### src/rtl/rf_write_sched.sv
// Write-port scheduler for the register file: zero-fills NREGS registers after reset, then round-robins NREQ write-back requesters.
// Latency: an accepted request appears on A3/WD3/WE3 right after its accept edge, and the register file captures it on the next edge.
// Backpressure: req_ready is a one-hot grant, held low during zero-fill; a requester holds valid/addr/data until granted, and nothing is buffered here.
module rf_write_sched #(
    parameter int NREQ   = 2,
    parameter int ADDR_W = 5,
    parameter int DATA_W = 32,
    parameter int NREGS  = 32
) (
    input  logic                     clk,
    input  logic                     rst,
    input  logic [NREQ-1:0]          req_valid,
    input  logic [NREQ*ADDR_W-1:0]   req_addr,
    input  logic [NREQ*DATA_W-1:0]   req_data,
    output logic [NREQ-1:0]          req_ready,
    output logic [ADDR_W-1:0]        A3,
    output logic [DATA_W-1:0]        WD3,
    output logic                     WE3,
    output logic                     init_done
);

    localparam int PW = (NREQ > 1) ? $clog2(NREQ) : 1;
    localparam int CW = (NREGS > 1) ? $clog2(NREGS) : 1;

    typedef enum logic {
        INIT = 1'b0,
        RUN  = 1'b1
    } state_t;

    state_t            state;
    logic [CW-1:0]     cnt;
    logic [PW-1:0]     ptr;

    logic [2*NREQ-1:0] dbl;
    logic [NREQ-1:0]   rot;
    logic              found;
    logic [PW-1:0]     off;
    logic [PW:0]       sum;
    logic [PW-1:0]     gidx;
    logic [PW:0]       nsum;
    logic [PW-1:0]     next_ptr;
    logic [NREQ-1:0]   grant;
    logic [ADDR_W-1:0] sel_addr;
    logic [DATA_W-1:0] sel_data;

    // Round-robin pick: rotate valids so ptr sits at bit 0, take the first set bit, then map back to a requester index.
    always_comb begin
        dbl   = {req_valid, req_valid} >> ptr;
        rot   = dbl[NREQ-1:0];
        found = 1'b0;
        off   = '0;
        for (int k = 0; k < NREQ; k++) begin
            if (!found && rot[k]) begin
                found = 1'b1;
                off   = PW'(k);
            end
        end
        sum = {1'b0, off} + {1'b0, ptr};
        if (sum >= (PW+1)'(NREQ)) begin
            sum = sum - (PW+1)'(NREQ);
        end
        gidx = sum[PW-1:0];
        nsum = {1'b0, gidx} + (PW+1)'(1);
        if (nsum >= (PW+1)'(NREQ)) begin
            nsum = nsum - (PW+1)'(NREQ);
        end
        next_ptr = nsum[PW-1:0];
        grant    = '0;
        if (state == RUN && found) begin
            grant[gidx] = 1'b1;
        end
    end

    // Mux the granted requester's address and data onto the write path.
    always_comb begin
        sel_addr = '0;
        sel_data = '0;
        for (int i = 0; i < NREQ; i++) begin
            if (grant[i]) begin
                sel_addr = req_addr[i*ADDR_W +: ADDR_W];
                sel_data = req_data[i*DATA_W +: DATA_W];
            end
        end
    end

    assign req_ready = grant;

    // Zero-fill sweep followed by arbitrated write-back, with registered write-port outputs.
    always_ff @(posedge clk or posedge rst) begin
        if (rst) begin
            state     <= INIT;
            cnt       <= '0;
            ptr       <= '0;
            A3        <= '0;
            WD3       <= '0;
            WE3       <= 1'b0;
            init_done <= 1'b0;
        end else begin
            case (state)
                INIT: begin
                    A3  <= ADDR_W'(cnt);
                    WD3 <= '0;
                    WE3 <= 1'b1;
                    if (cnt == CW'(NREGS - 1)) begin
                        state     <= RUN;
                        init_done <= 1'b1;
                    end else begin
                        cnt <= cnt + CW'(1);
                    end
                end
                RUN: begin
                    if (found) begin
                        // An accepted write to $0 still consumes the grant, but it never asserts the enable.
                        A3  <= sel_addr;
                        WD3 <= sel_data;
                        WE3 <= (sel_addr != '0);
                        ptr <= next_ptr;
                    end else begin
                        WE3 <= 1'b0;
                    end
                end
                default: begin
                    state <= INIT;
                end
            endcase
        end
    end

endmodule

### config.mk
export PLATFORM = sky130hd
export DESIGN_NAME = rf_write_sched
export DESIGN_NICKNAME = d
export VERILOG_FILES = /design/src/rtl/rf_write_sched.sv
export SDC_FILE = /design/constraint.sdc
export NUM_CORES = 1
export LEC_CHECK = 0
export ABC_CLOCK_PERIOD_IN_PS = 2200
export CAP_MARGIN = 15
export CORE_MARGIN = 5
export CORE_UTILIZATION = 40
export CTS_BUF_LIST = sky130_fd_sc_hd__clkbuf_8
export CTS_CLUSTER_SIZE = 25
export DETAILED_ROUTE_END_ITERATION = 12
export PLACE_DENSITY = 0.81
export SLEW_MARGIN = 20
export SYNTH_ARGS = -nofsm -noshare
export SYNTH_HDL_FRONTEND = slang
export SYNTH_SLANG_ARGS = --single-unit
### constraint.sdc
create_clock -name clk -period 2.2 [get_ports clk]
set_clock_uncertainty 0.05 [all_clocks]
set_input_delay 0.66 -clock clk [delete_from_list [all_inputs] [get_ports clk]]
set_output_delay 0.66 -clock clk [all_outputs]
set_load 0.005 [all_outputs]
# Word-level counts from Yosys, hierarchy flattened
# Cells that the tools add are included.
# word_totals
word_cells	49
output_inout_bits	41
reg_bits	46
# op_classes
mux	20
n_eq_ne	2
reduce_logical	8
shifts	1
n_lt_le_gt_ge	4
n_addsub	5
n_bitwise	2
# op_table
cell	count
32-bit 2-to-1 mux	3
32-bit case mux with 2 select lines	1
5-bit 2-to-1 mux	3
5-bit case mux with 2 select lines	1
1-bit 2-to-1 mux	9
2-bit AND reduction	3
5-bit by 1-bit adder with 5-bit output, second input constant	1
5-bit equality test, second input constant	1
5-bit nonzero test	1
2-bit >= comparator, second input constant	2
4-bit by 1-bit >> shifter with 2-bit output	1
1-bit logical AND	3
1-bit by 1-bit adder with 2-bit output	1
1-bit by 1-bit adder with 2-bit output, second input constant	1
1-bit by 2-bit < comparator with 1-bit output, second input constant	1
2-bit 2-to-1 mux	1
2-bit by 1-bit inequality test with 1-bit output, second input constant	1
1-bit inverter	2
1-bit case mux with 2 select lines	1
1-bit subtractor, second input constant	2
1-bit demux with 1-bit select	1
1-bit >= comparator, second input constant	1
1-bit logical NOT	1

# Depth between registers and ports, before layout
# depth
depth_word	18
ltp_mapped	6
mapped_depth_nobuf	6

# Worst setup path after synthesis
# Ideal clock, no wire load.
# synth_path
kind	in2out
startpoint	in req_valid[0]
endpoint	out req_ready[0]
arrival_ns	1.254
required_ns	1.490
slack_ns	0.236
cell_stages	4
n_path_buf	2
path_cell_list	a21boi_4 and2_4 buf_6 buf_6
# synth_between
elab_chain_cells	13
word_cells_on_any_way	17
classes_between	add/sub (2); order compare (3); shift (1); mux (7); reduce/logical (4)
# synth_rtl
element	line_no	source
from (decl)	12	input logic [NREQ-1:0] req_valid,
4-bit by 1-bit >> shifter with 2-bit output *	48	dbl = {req_valid, req_valid} >> ptr;
1-bit 2-to-1 mux	53	if (!found && rot[k]) begin
1-bit logical NOT	53	
1-bit logical AND	53	
1-bit 2-to-1 mux	53	
1-bit by 1-bit adder with 2-bit output	58	sum = {1'b0, off} + {1'b0, ptr};
2-bit >= comparator or 1-bit subtractor (tied branches)	59, 60	
1-bit 2-to-1 mux	59	if (sum >= (PW+1)'(NREQ)) begin
1-bit by 2-bit < comparator with 1-bit output (implied by the code) or 1-bit >= comparator (tied branches)	70	grant[gidx] = 1'b1;
1-bit logical AND (implied by the code)	70	
1-bit 2-to-1 mux (implied by the code)	70	
1-bit demux with 1-bit select	70	
2-bit 2-to-1 mux *	69	if (state == RUN && found) begin
to (decl)	15	output logic [NREQ-1:0] req_ready,
# Every way passes the cells marked *; elsewhere a longest branch is shown, timed or not.

# Worst setup path in the final report
# layout_path
startpoint	in req_valid[1]
endpoint	out req_ready[0]
# The elaborated chain is that of the path after synthesis.

==> results.cfg <==
[run_status]
run_status = finished, final reports clean

[cells_and_area]
finish.utilization_pct = 68.2
finalNetCount = 376
fraction_of_final_layout_cells_with_drive_strength_greater_than_1_pct = 9.80
area_of_all_placed_cells_without_fillers_um2 = 3500
antenna_cells_inserted = 0
area_delta_synth_final_pct = 63.8
fillers = 423

[synthesis]
yosysWarnings = 0
synth.avg_cell_area_um2 = 12.6
post_synth_main_area_contributors = sky130_fd_sc_hd__dfrtp_1 54%, sky130_fd_sc_hd__a221o_1 16%, sky130_fd_sc_hd__and2_1 9.6%, sky130_fd_sc_hd__buf_6 4.2%, sky130_fd_sc_hd__mux2i_1 1.4%
synth.ff_latch_count = 46
mappedNetlistArea_um2 = 2140
synth_top_cell_area_share_pct = 53.8
synth_seq_area_share_pct = 53.8
synth_cells = 170
synth_cell_type_count = 28
postSynthNetCount = 250
synth_top_area_cell = sky130_fd_sc_hd__dfrtp_1

[detailed_routing]
dr.pass1.iters = 4
drt_iter0_markers = 48
wire_per_inst_um = 17.4
routed_wl_mm = 6.37
viasPerCell = 5.25
post-route-drc-count = 0
ant_nets = 0
vias = 1920

[floorplanning]
fp.dieArea_um2 = 6910
core_area_um2 = 5140
floorplan.die.width_um = 83.1
floorplan.initialDensity_pct = 41.6
fp-row-count = 26
height_of_the_die_um = 83.1
io_pins = 119

[global_routing]
vias_in_the_first_global_route = 2065
met2_usage_pct = 30.2
gr-total-overflow = 0
number_of_antenna_violations_at_the_first_check_in_global_routing = 0
grt.busiest_layer = met2
grt_use_met3_pct = 5.25
global_route.usage.total_pct = 18.9
grt_first_pass_wirelength_mm = 10.7
grt_util_met1_pct = 25.0
grt_max_degree = 47

[critical_path]
path_max_fanout = 3
reg2regPathDepth = 5
worst_r2r_endpoint = cnt[1]$_DFFE_PP0P_
timing.critical_path.required_ps = 1490
crit_type = input port to primary output
critical_path.endpoint_type = primary output
reg2reg_slack_ps = 260
start_kind = input port
rr_startpoint = cnt[0]$_DFFE_PP0P_
cp_data_arrival_time_ps = 1450

[power]
p_seq_share_pct = 47.7
power.leakage_nw = 1.44
post_route_total_power_mw = 2.05
total_switching_power_mw = 0.514
cellPowerDensity_nw_per_um2 = 585
pwr-share-clk_pct = 23.8
power.share.combinational_pct = 28.6
switching_share_pct = 25.1
vdd.ir_drop.worst_mv = 0.273
power.internal_mw = 1.54

[timing]
maxClockFrequency_mhz = 464
worst_slew_margin_rel_pct = 72.9
final_max_slew_viol_count = 0
final_period_utilization_pct = 98.0
period_needed_ps = 2160
setup_repair_after_global_routing_missed_its_margin = false
final.setup.worst_slack_ps = 44.3
setup_tns_ps = 0
finalSetupViolCount = 0
number_of_failing_hold_endpoints_at_the_final_stage = 0
worst-slew-pin-transition_ps = 406

[clock_tree]
cts-htree-levels = 2
max-clock-path-buffers = 2
clock_insertion_delay_worst_skew_ps = 300
cts.sinks = 46
cts_root_buf = sky130_fd_sc_hd__clkbuf_8
cts_made_buffers = 5
holdBufCountCts = 0
clkSlewWorstSetupHoldPaths_ps = 80
tritoncts = built

[place]
dp_slack_ps = -607
dpl.hpwl_mm = 4.70
post_dp_cell_area_um2 = 3400
port_buffers = 118
place.gp.congestion = 0.798

[min_path]
hold_path_end = init_done$_DFFE_PP0P_
hold_depth = 1
hold_path_startpoint = init_done$_DFFE_PP0P_
min-delay-path-class = flip-flop to flip-flop

[run]
drv_cap = 0
-- Yosys cell counts, drive strengths merged --
cell     n
dfrtp   46
a221o   35
and2    34
buf      9
nor2     7
clkbuf   4
a31oi    3
inv      3
mux2i    3
o22a     3
a21oi    2
and3     2
ha       2
mux2     2
nand2    2
nand4    2
xnor2    2
a21boi   1
a21o     1
a22oi    1
a32oi    1
nand2b   1
nor3b    1
o311ai   1
o41ai    1
xor2     1
-- metrics by stage --
step	instances	hold slack [ps]
6_report	366	428
5_1_grt	366	449
4_1_cts	363	428
3_5_place_dp	356	398
3_3_place_gp	356	407
2_1_floorplan	170	401
-- repair_timing --
item,4_1_cts,5_1_grt
endpoints found under the setup margin,2,2
endpoints found under the hold margin,0,0
pin swaps,0,1
gates resized for setup,8,2
buffers inserted,0,3
-- cell usage in the layout (no fill, tap or decap), types with 3 or more instances in the layout --
cell type	instances
sky130_fd_sc_hd__mux2i_1	3
sky130_fd_sc_hd__a31oi_1	3
sky130_fd_sc_hd__nor2_1	7
sky130_fd_sc_hd__dfrtp_1	45
sky130_fd_sc_hd__buf_4	12
sky130_fd_sc_hd__clkbuf_8	5
sky130_fd_sc_hd__o22a_1	3
sky130_fd_sc_hd__and2_1	33
sky130_fd_sc_hd__clkdlybuf4s50_1	114
sky130_fd_sc_hd__inv_1	4
sky130_fd_sc_hd__a221o_1	35
-- worst max path at each step --
| stage | startpoint | end | slack [ps] | cells after the start |
|---|---|---|---|---|
| after floorplan | req_valid[0] | req_ready[0] | 240 | 4 |
| after global placement | req_valid[0] | req_ready[0] | -600 | 4 |
| after detailed placement | req_valid[0] | req_ready[0] | -610 | 4 |
| after CTS | req_valid[1] | req_ready[0] | 6 | 4 |
| after global routing | req_valid[1] | req_ready[0] | 6 | 4 |
| final | req_valid[1] | req_ready[0] | 40 | 4 |
-- layer usage --
layer  wire length (µm)  part of all wire [%]
met5                  0                     0
met3                377                   5.9
met4                122                   1.9
met2               3040                    48
met1               2830                    44
-- area by class of cell --
| cell class | instances | area (µm²) | area share (%) |
|---|---|---|---|
| timing repair buffer | 132 | 1310 | 37.5 |
| clock inverter | 2 | 7.51 | 0.214 |
| inverter | 3 | 11.3 | 0.321 |
| multi-input combinational | 108 | 865 | 24.7 |
| clock buffer | 5 | 68.8 | 1.96 |
| tap | 70 | 87.6 | 2.50 |
| sequential | 46 | 1150 | 32.9 |
-- sequential cells by signal, indices dropped and copies added (netlist names) --
register,count
A3,5
WE3,1
WD3,32
state,1
ptr,1
cnt,5
init_done,1
-- worst max-delay path, cell delays in order --
cell and delay, ps:
sky130_fd_sc_hd__dlygate4sd2_1 280, sky130_fd_sc_hd__a21boi_4 140, sky130_fd_sc_hd__and2_4 160, sky130_fd_sc_hd__clkdlybuf4s15_2 210
-- cells by family after synthesis --
group / count (synthesis) / synth area share [%]
fa+ha+maj: 2 / 1.17
compound gates: 49 / 21.8
buf+inv: 16 / 5.79
xor+xnor: 3 / 1.23
mux: 5 / 2.46
simple gates: 49 / 13.8
flops: 46 / 53.8
-- power by group through the flow --
stage	Clock [mW]	Combinational [mW]	Sequential (mW)
6_report	0.487	0.586	0.978
5_1_grt	0.549	0.628	0.992
4_1_cts	0.503	0.582	0.980
3_5_place_dp	0	0.580	0.994
3_3_place_gp	0	0.573	0.992
2_1_floorplan	0	0.203	0.999
Power figures use the tool's default switching activity.
